===== src/rtl/logic_gate_pipe.sv =====
// rtl/logic_gate_pipe.sv - selectable N-operand bitwise function behind a 2-stage valid/ready pipeline
// Stage 1 holds the raw result; stage 2 holds result plus reduction flags and drives out_*.
module logic_gate_pipe #(
  parameter int WIDTH  = 8,
  parameter int NUM_IN = 2,
  parameter int CNT_W  = 16
) (
  input  logic                    clk,
  input  logic                    rst_n,
  input  logic [NUM_IN*WIDTH-1:0] in_data,
  input  logic [2:0]              in_op,
  input  logic                    in_valid,
  output logic                    in_ready,
  output logic [WIDTH-1:0]        out_data,
  output logic                    out_all1,
  output logic                    out_all0,
  output logic                    out_par,
  output logic                    out_valid,
  input  logic                    out_ready,
  output logic [CNT_W-1:0]        txn_cnt,
  input  logic                    clr_cnt
);

  typedef enum logic [2:0] {
    OP_AND  = 3'd0,
    OP_OR   = 3'd1,
    OP_XOR  = 3'd2,
    OP_NAND = 3'd3,
    OP_NOR  = 3'd4,
    OP_XNOR = 3'd5,
    OP_PASS = 3'd6,
    OP_ZERO = 3'd7
  } op_e;

  logic [WIDTH-1:0] w_and;
  logic [WIDTH-1:0] w_or;
  logic [WIDTH-1:0] w_xor;
  logic [WIDTH-1:0] w_func;
  logic             w_s2_load;
  logic             w_accept;

  logic             r_s1_valid;
  logic [WIDTH-1:0] r_s1_data;
  logic             r_s2_valid;
  logic [WIDTH-1:0] r_s2_data;
  logic             r_all1;
  logic             r_all0;
  logic             r_par;
  logic [CNT_W-1:0] r_cnt;

  always_comb begin
    w_and = '1;
    w_or  = '0;
    w_xor = '0;
    for (int k = 0; k < NUM_IN; k++) begin
      w_and = w_and & in_data[k*WIDTH +: WIDTH];
      w_or  = w_or  | in_data[k*WIDTH +: WIDTH];
      w_xor = w_xor ^ in_data[k*WIDTH +: WIDTH];
    end
    w_func = '0;
    case (op_e'(in_op))
      OP_AND:  w_func = w_and;
      OP_OR:   w_func = w_or;
      OP_XOR:  w_func = w_xor;
      OP_NAND: w_func = ~w_and;
      OP_NOR:  w_func = ~w_or;
      OP_XNOR: w_func = ~w_xor;
      OP_PASS: w_func = in_data[WIDTH-1:0];
      OP_ZERO: w_func = '0;
      default: w_func = '0;
    endcase
  end

  // in_ready depends only on pipeline state and out_ready, never on in_valid.
  assign w_s2_load = !r_s2_valid || out_ready;
  assign in_ready  = !r_s1_valid || w_s2_load;
  assign w_accept  = in_valid && in_ready;

  always_ff @(posedge clk or negedge rst_n) begin
    if (!rst_n) begin
      r_s1_valid <= 1'b0;
      r_s1_data  <= '0;
    end else if (w_accept) begin
      r_s1_valid <= 1'b1;
      r_s1_data  <= w_func;
    end else if (w_s2_load) begin
      r_s1_valid <= 1'b0;
    end
  end

  // On a bubble only the valid drops; data and flags keep their last value.
  always_ff @(posedge clk or negedge rst_n) begin
    if (!rst_n) begin
      r_s2_valid <= 1'b0;
      r_s2_data  <= '0;
      r_all1     <= 1'b0;
      r_all0     <= 1'b0;
      r_par      <= 1'b0;
    end else if (w_s2_load) begin
      r_s2_valid <= r_s1_valid;
      if (r_s1_valid) begin
        r_s2_data <= r_s1_data;
        r_all1    <= &r_s1_data;
        r_all0    <= ~|r_s1_data;
        r_par     <= ^r_s1_data;
      end
    end
  end

  // Clear takes priority over a same-cycle accept.
  always_ff @(posedge clk or negedge rst_n) begin
    if (!rst_n) begin
      r_cnt <= '0;
    end else if (clr_cnt) begin
      r_cnt <= '0;
    end else if (w_accept && (r_cnt != {CNT_W{1'b1}})) begin
      r_cnt <= r_cnt + CNT_W'(1);
    end
  end

  assign out_valid = r_s2_valid;
  assign out_data  = r_s2_data;
  assign out_all1  = r_all1;
  assign out_all0  = r_all0;
  assign out_par   = r_par;
  assign txn_cnt   = r_cnt;

endmodule


===== config.mk =====
export PLATFORM = sky130hd
export DESIGN_NAME = logic_gate_pipe
export DESIGN_NICKNAME = d
export VERILOG_FILES = /design/src/rtl/logic_gate_pipe.sv
export SDC_FILE = /design/constraint.sdc
export NUM_CORES = 1
export LEC_CHECK = 0
export CAP_MARGIN = 20
export CORE_MARGIN = 3
export CORE_UTILIZATION = 40
export CTS_CLUSTER_DIAMETER = 150
export DETAILED_ROUTE_END_ITERATION = 8
export GPL_TIMING_DRIVEN = 0
export SLEW_MARGIN = 30
export SYNTH_ARGS = -nofsm -noshare
export SYNTH_HDL_FRONTEND = slang
export SYNTH_SLANG_ARGS = --single-unit

===== constraint.sdc =====
create_clock -name clk -period 3.8 [get_ports clk]
set_input_delay 0.38 -clock clk [delete_from_list [all_inputs] [get_ports clk]]
set_output_delay 0.38 -clock clk [all_outputs]
set_load 0.005 [all_outputs]

==> metrics.md <==
| Metric | Value |
|---|---|
| Post-synthesis sequential area ratio | `35.0%` |
| Ant diodes | `0` |
| Internal power | `0.000740 W` |
| Die Y | `87.4 um` |
| Area of the multi-input gates | `1550 um2` |
| Placed instance count | `414` |
| Worst-Margin Slew | `0.481 ns` |
| Largest family of logic cells by synthesized area | `simple AND/OR/NAND/NOR gates` |
| HP Start | `out_all0` |
| Reg2reg start | `txn_cnt[0]` |
| Reg2reg setup slack | `1.87 ns` |
| CTS Buf Count | `5` |
| YS warnings | `0` |
| Synthesized Nets | `334` |
| Layout Cells excl Fill | `422` |
| Post-synthesis mux area share | `6.14%` |
| Simple-Gate Fraction of Synth Area | `20.9%` |
| Clk slew on worst S/H paths | `0.07 ns` |
| Flop pwr share | `45.3%` |
| Initial antenna violation count | `0` |
| Switch Pwr | `0.000294 W` |
| F_max | `0.490 GHz` |
| P&R area growth vs syn | `27.1%` |
| Mapped Area | `2650 um2` |
| Later-pin clock latency in the skew report | `0.28 ns` |
| Routed wire length per instance | `13.8 um` |
| CP arrival | `1.66 ns` |
| Routability cong. | `0.813` |
| Post-synth EDFFs | `0` |
| Combinational share of power | `28.2%` |
| Netlist cell types | `50` |
| Total negative setup slack | `0 ns` |
| DRT iter0 DRCs | `89` |
| Post-CTS Hold Fix Bufs | `1` |
| Crit end category | `output port` |
| Total GRT Usage | `16.1%` |
| CTS Sinks | `37` |
| DRT Wirelength | `5830 um` |
| Hold EP | `out_all0` |
| Synthesized area per cell | `9.29 um2` |
| Area share of fa/ha/maj cells after synthesis | `11.8%` |
| # fillers | `621` |
| Share of layout cells above drive strength 1 | `9.86%` |
| Slew Limit Fails | `0` |
| Critical Path RT | `3.42 ns` |
| Outcome | `finished, final reports clean` |
| Sw Ratio | `28.4%` |
| Most used DFF post-synth | `dfrtp_1` |
| Post-route minimum period | `2.04 ns` |
| Slew HR | `67.9%` |
| Final setup violation count | `0` |
| Total congestion overflow | `0` |
| LEAKAGE | `1.51 nW` |
| Mapped Cells | `285` |
| Max cap viols | `0` |
| Startpoint types | `input pin` |
| Pin count of the biggest net entering global routing | `27` |
| Reg area | `926 um2` |
| Io pins | `53` |
| Post-route ant nets | `0` |
| Drt pass-1 iters | `4` |
| Endpoints failing hold | `0` |
| Hold Path Class | `reg -> reg` |
| Clock root buffer | `clkbuf_8` |
| Worst IR Drop VDD | `0.246 mV` |
| Core footprint | `6390 um2` |
| Total chip power | `0.00103 W` |
| First-pass GRT wire length | `9930 um` |
| DIE AREA | `7630 um2` |
| Final core occ | `52.7%` |
| WS Path Type | `in -> out` |
| CTS H-tree depth | `2` |
| Nets@finish | `394` |
| Crit share post-route | `53.7%` |
| PortBufs | `51` |
| Die boundary width | `87.4 um` |
| RSZ-0062 raised after global routing | `false` |
| Worst Path Max Fanout | `6` |
| Worst reg2reg path endpoint | `txn_cnt[0]` |
| DRC violations left | `0` |
| CTS Buffer Depth | `2` |
| Initial Util | `41.5%` |
| Routed vias | `2,253` |
| Post-synthesis xor/xnor area fraction | `0.992%` |
| Skew final | `0.00447 ns` |
| #FFs+latches synth | `37` |
| Reg2Reg Depth | `6` |
| Synth Area in Compound Gates | `18.8%` |
| Number of global-route vias before repair | `2,075` |
| # rows | `29` |
| WHS Path Cells | `2` |
| Async set-reset flop share out of synthesis | `100%` |
| Cts repair resizes | `0` |
| Post-CTS Setup Repair Bufs | `0` |
| Avg Vias per Cell | `5.34` |
| PwrDens | `307 nW/um2` |
| CTS tree | `done` |
| HPWL after DPL | `4600 um` |
| Clk pwr share | `26.5%` |
-- cells in the mapped netlist (3+ instances only) --
cell type	number	share of area, %
dfrtp_1	37	35
inv_1	27	3.8
ha_1	25	12
nand2_1	24	3.4
nor2_1	24	3.4
o21ai_0	12	2.3
o221ai_1	12	4.0
nand3_1	10	1.9
clkbuf_1	9	1.3
nor2b_1	9	2.1
a22oi_1	7	2.0
nand2b_1	7	1.7
a21oi_1	6	1.1
a22o_1	5	1.7
mux2_4	5	2.8
mux2_1	4	1.7
o2bb2ai_1	4	1.3
o31ai_1	4	1.1
or4_1	4	1.1
a211oi_2	3	1.4
buf_2	3	0.57
o41ai_1	3	0.99
xnor2_1	3	0.99
-- critical path, stage by stage --
cell and delay, ns:
clkdlybuf4s50_1 0.46, nand3b_1 0.26, clkdlybuf4s50_1 0.56
-- power by group through the flow --
stage / logic [W] / registers, W / clock network [W]
3_5_place_dp: 0.000294 / 0.000477 / 0
6_report: 0.000292 / 0.000468 / 0.000274
3_3_place_gp: 0.000288 / 0.000476 / 0
5_1_grt: 0.000328 / 0.000475 / 0.000306
2_1_floorplan: 0.000160 / 0.000473 / 0
4_1_cts: 0.000296 / 0.000469 / 0.000291
-- cell type report --
class	instances	share of cell area, %
Tap cell	77	2.86
Buffer	14	2.01
Multi-Input combinational cell	207	46.1
Sequential cell	37	27.5
Clock buffer	7	2.57
Inverter	27	3.01
Timing Repair Buffer	53	15.9
-- worst max path at each step --
stage,start,end,depth (start not counted)
after floorplan,txn_cnt[0],txn_cnt[0],6
after global placement,rst_n,r_s1_data[6],1
after detailed placement,in_valid,txn_cnt[11],5
after CTS,out_ready,in_ready,3
after global routing,txn_cnt[0],txn_cnt[0],6
final,out_ready,in_ready,3
-- registers in the layout (all words and copies together), names as in the netlist --
name / flops
out_par: 1
out_all1: 1
r_s1_valid: 1
txn_cnt: 16
out_valid: 1
out_data: 8
r_s1_data: 8
out_all0: 1
-- logic make-up (layout without fill, tap and decap cells) --
logic type               Yosys count  count (layout)
AO/OA/AOI/OAI                     66              66
XOR/XNOR                           3               3
adder cells (fa/ha/maj)           25              25
buffers and inverters             41             101
flip-flops                        37              37
multiplexers                      13              13
AND/OR/NAND/NOR                  100             100
-- metal layers --
| layer | wire [um] | part of all wire (%) | GRT usage, % |
|---|---|---|---|
| met5 | 0 | 0 | 0 |
| met4 | 66 | 1.1 | 5.16 |
| met3 | 256 | 4.4 | 2.27 |
| met2 | 2530 | 43 | 24.0 |
| met1 | 2980 | 51 | 23.9 |
-- placed cells by master, fill, tap and decap left out, types with 5 or more instances in the layout --
| cell | count |
|---|---|
| a21oi_1 | 6 |
| a22o_1 | 5 |
| a22oi_1 | 7 |
| clkbuf_1 | 10 |
| clkbuf_8 | 6 |
| clkdlybuf4s50_1 | 50 |
| dfrtp_1 | 37 |
| ha_1 | 25 |
| inv_1 | 27 |
| mux2_4 | 5 |
| nand2_1 | 24 |
| nand2b_1 | 7 |
| nand3_1 | 10 |
| nor2_1 | 24 |
| nor2b_1 | 9 |
| o21ai_0 | 12 |
| o221ai_1 | 12 |
-- through the flow --
| stage | setup slack (ns) | cell area [um2] | hold WS [ns] |
|---|---|---|---|
| 6_report | 1.76 | 3370 | 0.481 |
| 5_1_grt | 1.70 | 3370 | 0.507 |
| 4_1_cts | 1.76 | 3370 | 0.490 |
| 3_5_place_dp | 1.63 | 3270 | 0.297 |
| 3_3_place_gp | 1.45 | 3250 | 0.462 |
| 2_1_floorplan | 2.13 | 2650 | 0.0844 |
No activity file was read; power rests on OpenSTA's default activity.
==> RTL edit 1, RTL diff (same flow settings) <==
Make the reset (`rst_n`) synchronous in 3 clocked blocks.
--- a/src/rtl/logic_gate_pipe.sv
+++ b/src/rtl/logic_gate_pipe.sv
@@ -78,3 +78,3 @@
 
-  always_ff @(posedge clk or negedge rst_n) begin
+  always_ff @(posedge clk) begin
     if (!rst_n) begin
@@ -91,3 +91,3 @@
   // On a bubble only the valid drops; data and flags keep their last value.
-  always_ff @(posedge clk or negedge rst_n) begin
+  always_ff @(posedge clk) begin
     if (!rst_n) begin
@@ -110,3 +110,3 @@
   // Clear takes priority over a same-cycle accept.
-  always_ff @(posedge clk or negedge rst_n) begin
+  always_ff @(posedge clk) begin
     if (!rst_n) begin
Function: differs if rst_n is asserted again (counterexample within 4 cycles, from zero or initial values and one cycle with rst_n low); with rst_n held inactive, the same outputs for 10 cycles.
==> RTL edit 1 against the unedited design <==
- wire length grew 4.1%
- critical path type unchanged
- critical endpoint unchanged
- synthesized cell count grew 9.5%
- fmax shrank 4.4%
- clock skew grew 0.0045 ns
- synthesized area shrank 4.4%
- setup slack lost 0.093 ns
- design area shrank 4.3%
- sequential cell count is the same
- total power shrank 15%
==> RTL edit 1: results (changes against the unedited design) <==
The relative max-transition margin was 0.541 (-0.138). The share of final-layout standard cells stronger than drive strength 1 was 0.0649 (-0.0337). For the maximum vdd ir drop, the log shows 0.000197 V (-20%). The number of library cell types mapped by synthesis is 52 (+4.0%).

The reported leakage power is 1.23 nW (-19%), and the portion of the layout cell area used by non-clock buffers is 0.182 (+0.00257). The final weighted congestion in routability-driven placement is 0.821 (+1.0%), and the portion of the post-synthesis area used by sequential elements is 0.293 (-0.0571). The number of violations reported at the end of detailed-routing iteration 0 was 96 (+7.9%); the async set or reset register ratio after synthesis was 0 (-1.00). The total global-route track usage is 0.171 (+0.00928).

The clock skew is 0.00900 ns (+0.00454 ns), and the wire length of the first global-routing pass is 10,300 um (+4.2%). The tools report the source of the worst hold timing path as out_all1$_SDFFE_PN0P_. The synthesized flop and latch total came out at 37 (unchanged). The tools report the final standard cell count with taps included and fillers excluded as 445 (+5.5%).

The proportion of power drawn by the clock network was 0.329 (+0.064); the met1 global-route usage was 0.253 (+0.0145). The net count of the finished layout was 418 (+6.1%). The tools report the number of clock buffers in the layout as 6 (-1). The critical-path maximum fanout is 8 (+2). The routed length on met3 was 420 um (+64%); the reported net switching power was 0.245 mW (-17%).

The non-clock buffer instance count of the final layout came out at 68 (+1.5%). Yosys attributes the largest share of cell area to sky130_fd_sc_hd__dfxtp_1 (29%), sky130_fd_sc_hd__ha_1 (12%), sky130_fd_sc_hd__nand2_1 (5.8%). The tools report the post-route met1 wirelength as 3040 um (+1.9%). The proportion of cell area occupied by registers is 0.230 (-0.0452), and the average cell area after synthesis is 8.11 um^2 (-13%). The tools report the via count of the first global-routing pass as 2,179 (+5.0%). The pre-CTS setup slack was 1.51 ns (-0.120 ns). The launch point of the worst reg-to-reg path is txn_cnt[0]$_SDFFE_PP0P_.

The met2 capacity usage during global routing was 0.251 (+0.0110); the arrival time of data at the critical path endpoint was 1.76 ns (+0.10 ns). The tools report the power in sequential cells as 0.412 mW (-12%). The run gives 0.00159 mm^2 (+2.3%) as the area taken by multi-input logic gates. The number of placed cells counting well taps came out at 437 (+5.6%).

The largest incremental delay on the critical path was 0.53 ns (-0.03 ns); the met2 wirelength from detailed routing was 2570 um (+1.5%). The cell count of the worst reg-to-reg path was 7 (+1); the worst hold slack after final layout was 0.456 ns (-0.0257 ns). The run gives 1.94 ns (+0.07 ns) as the slack of the worst reg-to-reg path. The net count after synthesis is 361 (+8.1%), and the count of input and output buffers is 50 (-2.0%). The run finished with clean final reports.

Counting instances in the post-synthesis netlist gives the leading cell types as sky130_fd_sc_hd__nand2_1 (39), sky130_fd_sc_hd__dfxtp_1 (37), sky130_fd_sc_hd__inv_1 (30). The run gives 0.00322 mm^2 (-4.3%) as the final instance area.
[RTL edit 1: worst max-delay path by stage]
stage / start / to / slack (ns) / cells past startpoint
6_report: out_ready / in_ready / 1.66 / 4
5_1_grt: out_ready / in_ready / 1.62 / 4
4_1_cts: out_ready / in_ready / 1.65 / 4
3_5_place_dp: out_ready / txn_cnt[3]$_SDFFE_PP0P_ / 1.51 / 7
2_1_floorplan: txn_cnt[0]$_SDFFE_PP0P_ / txn_cnt[10]$_SDFFE_PP0P_ / 2.09 / 7
3_3_place_gp: in_op[1] / r_s1_data[7]$_SDFFE_PN0P_ / 1.55 / 7
[RTL edit 1: cells by family (layout without fill, tap and decap cells)]
logic type | count (synthesis) | in the layout | share of synthesized area
xor+xnor | 3 | 3 | 0.0104
flops | 37 | 37 | 0.293
compound gates | 89 | 89 | 0.239
mux | 10 | 10 | 0.0415
fa+ha+maj | 25 | 25 | 0.124
simple gates | 99 | 99 | 0.213
buf+inv | 49 | 107 | 0.0796
==> RTL edit 2, RTL diff (same settings) <==
Without the edit above. Change the parameter `CNT_W` from 16 to 24.
--- a/src/rtl/logic_gate_pipe.sv
+++ b/src/rtl/logic_gate_pipe.sv
@@ -5,3 +5,3 @@
   parameter int NUM_IN = 2,
-  parameter int CNT_W  = 16
+  parameter int CNT_W  = 24
 ) (
Interface: changed (resized txn_cnt); port bits go from 53 to 61. No check against the original RTL was run, so the function may have changed too.
==> RTL edit 2 against the unedited design <==
- setup slack worse by 0.077 ns
- first-iteration DRC count rose by 73%
- synthesized cell count is 22% higher
- combinational power is 4% higher
- global-route usage increased by 1.7 points
- cell count grew 22%
- wire length increased by 30%
- synthesized area up 17%
- clock power increased by 21%
- sequential cell count rose by 8
- critical path type is now reg2reg
- count of clock-buffer cells in the layout is the same
- design area rose by 16%
- total power grew 14%
==> RTL edit 2: results (changes against the unedited design) <==
Share of the synthesized area in compound gates (AO/OA/AOI/OAI): 0.192 (+0.00444). The number of violations reported at the end of detailed-routing iteration 0 was 154 (+73%). Number of placed cells counting well taps: 505 (+22%). For the reported net switching power, the log shows 0.341 mW (+16%). The worst register-to-register path ends at txn_cnt[4]$_DFFE_PN0P_. The portion of the post-synthesis area used by sequential elements is 0.365 (+0.0150), and the maximum number of pins on one net before global-route repair is 46 (+70%). Via count of the first global-routing pass: 2,529 (+22%). The flip-flop count of the largest register, all copies and words added is 24 (+8), and the clock slew at the register clock pins of the worst setup and hold paths is 0.09 ns (+0.02 ns). The arrival time of data at the critical path endpoint was 2.34 ns (+0.68 ns). The portion of total power attributed to sequential cells came out at 0.462 (+0.009). The tightest min-delay check is of the in2async type. The post-route met1 wirelength was 3820 um (+28%); the routed via count was 2,810 (+25%). The clock skew is 0.0124 ns (+0.00795 ns), and the slack of the worst reg-to-reg path is 1.68 ns (-0.19 ns). The adder and majority cell fraction of the synthesized area is 0.101 (-0.0169), and the met2 capacity usage during global routing is 0.261 (+0.0204). The flow ran to the end, and the final reports show no timing, DRC or antenna violations. Cell at the slowest stage of the critical path: sky130_fd_sc_hd__dfrtp_1. The logs give 12,600 um (+27%) for the wire length of the first global-routing pass and 724 (+17%) for the number of fill cells. The maximum vdd ir drop was 0.000132 V (-46%). The routed length on met3 is 391 um (+53%), and the net count after synthesis is 397 (+19%). The final weighted congestion in routability-driven placement came out at 0.785 (-3.4%). The critical-path maximum fanout is 10 (+4).
RTL edit 2: worst min path at each step:
stage	cells past startpoint	endpoint	slack [ns]
finish	1	txn_cnt[7]$_DFFE_PN0P_	0.06
global route	1	txn_cnt[11]$_DFFE_PN0P_	0.11
CTS	1	txn_cnt[11]$_DFFE_PN0P_	0.09
detailed placement	1	txn_cnt[11]$_DFFE_PN0P_	0.43
global placement	2	out_par$_DFFE_PN0P_	0.46
floorplan	0	out_all0$_DFFE_PN0P_	0.08
RTL edit 2: layout make-up:
cell class              count  area share
inverters                  28      0.0270
plain buffers              17      0.0206
repair buffers             58       0.149
multi-input cells         258       0.457
clock inverters             1     0.00129
well taps                  99      0.0318
flip-flops and latches     45       0.289
clock buffers               7      0.0248
RTL edit 2: worst max-delay path: cells and delay by family, from the launching register on:
kind	cells	cell delay (ns)
buf+inv	2	0.36
simple gates	2	0.54
compound gates	3	0.66
flops	1	0.46
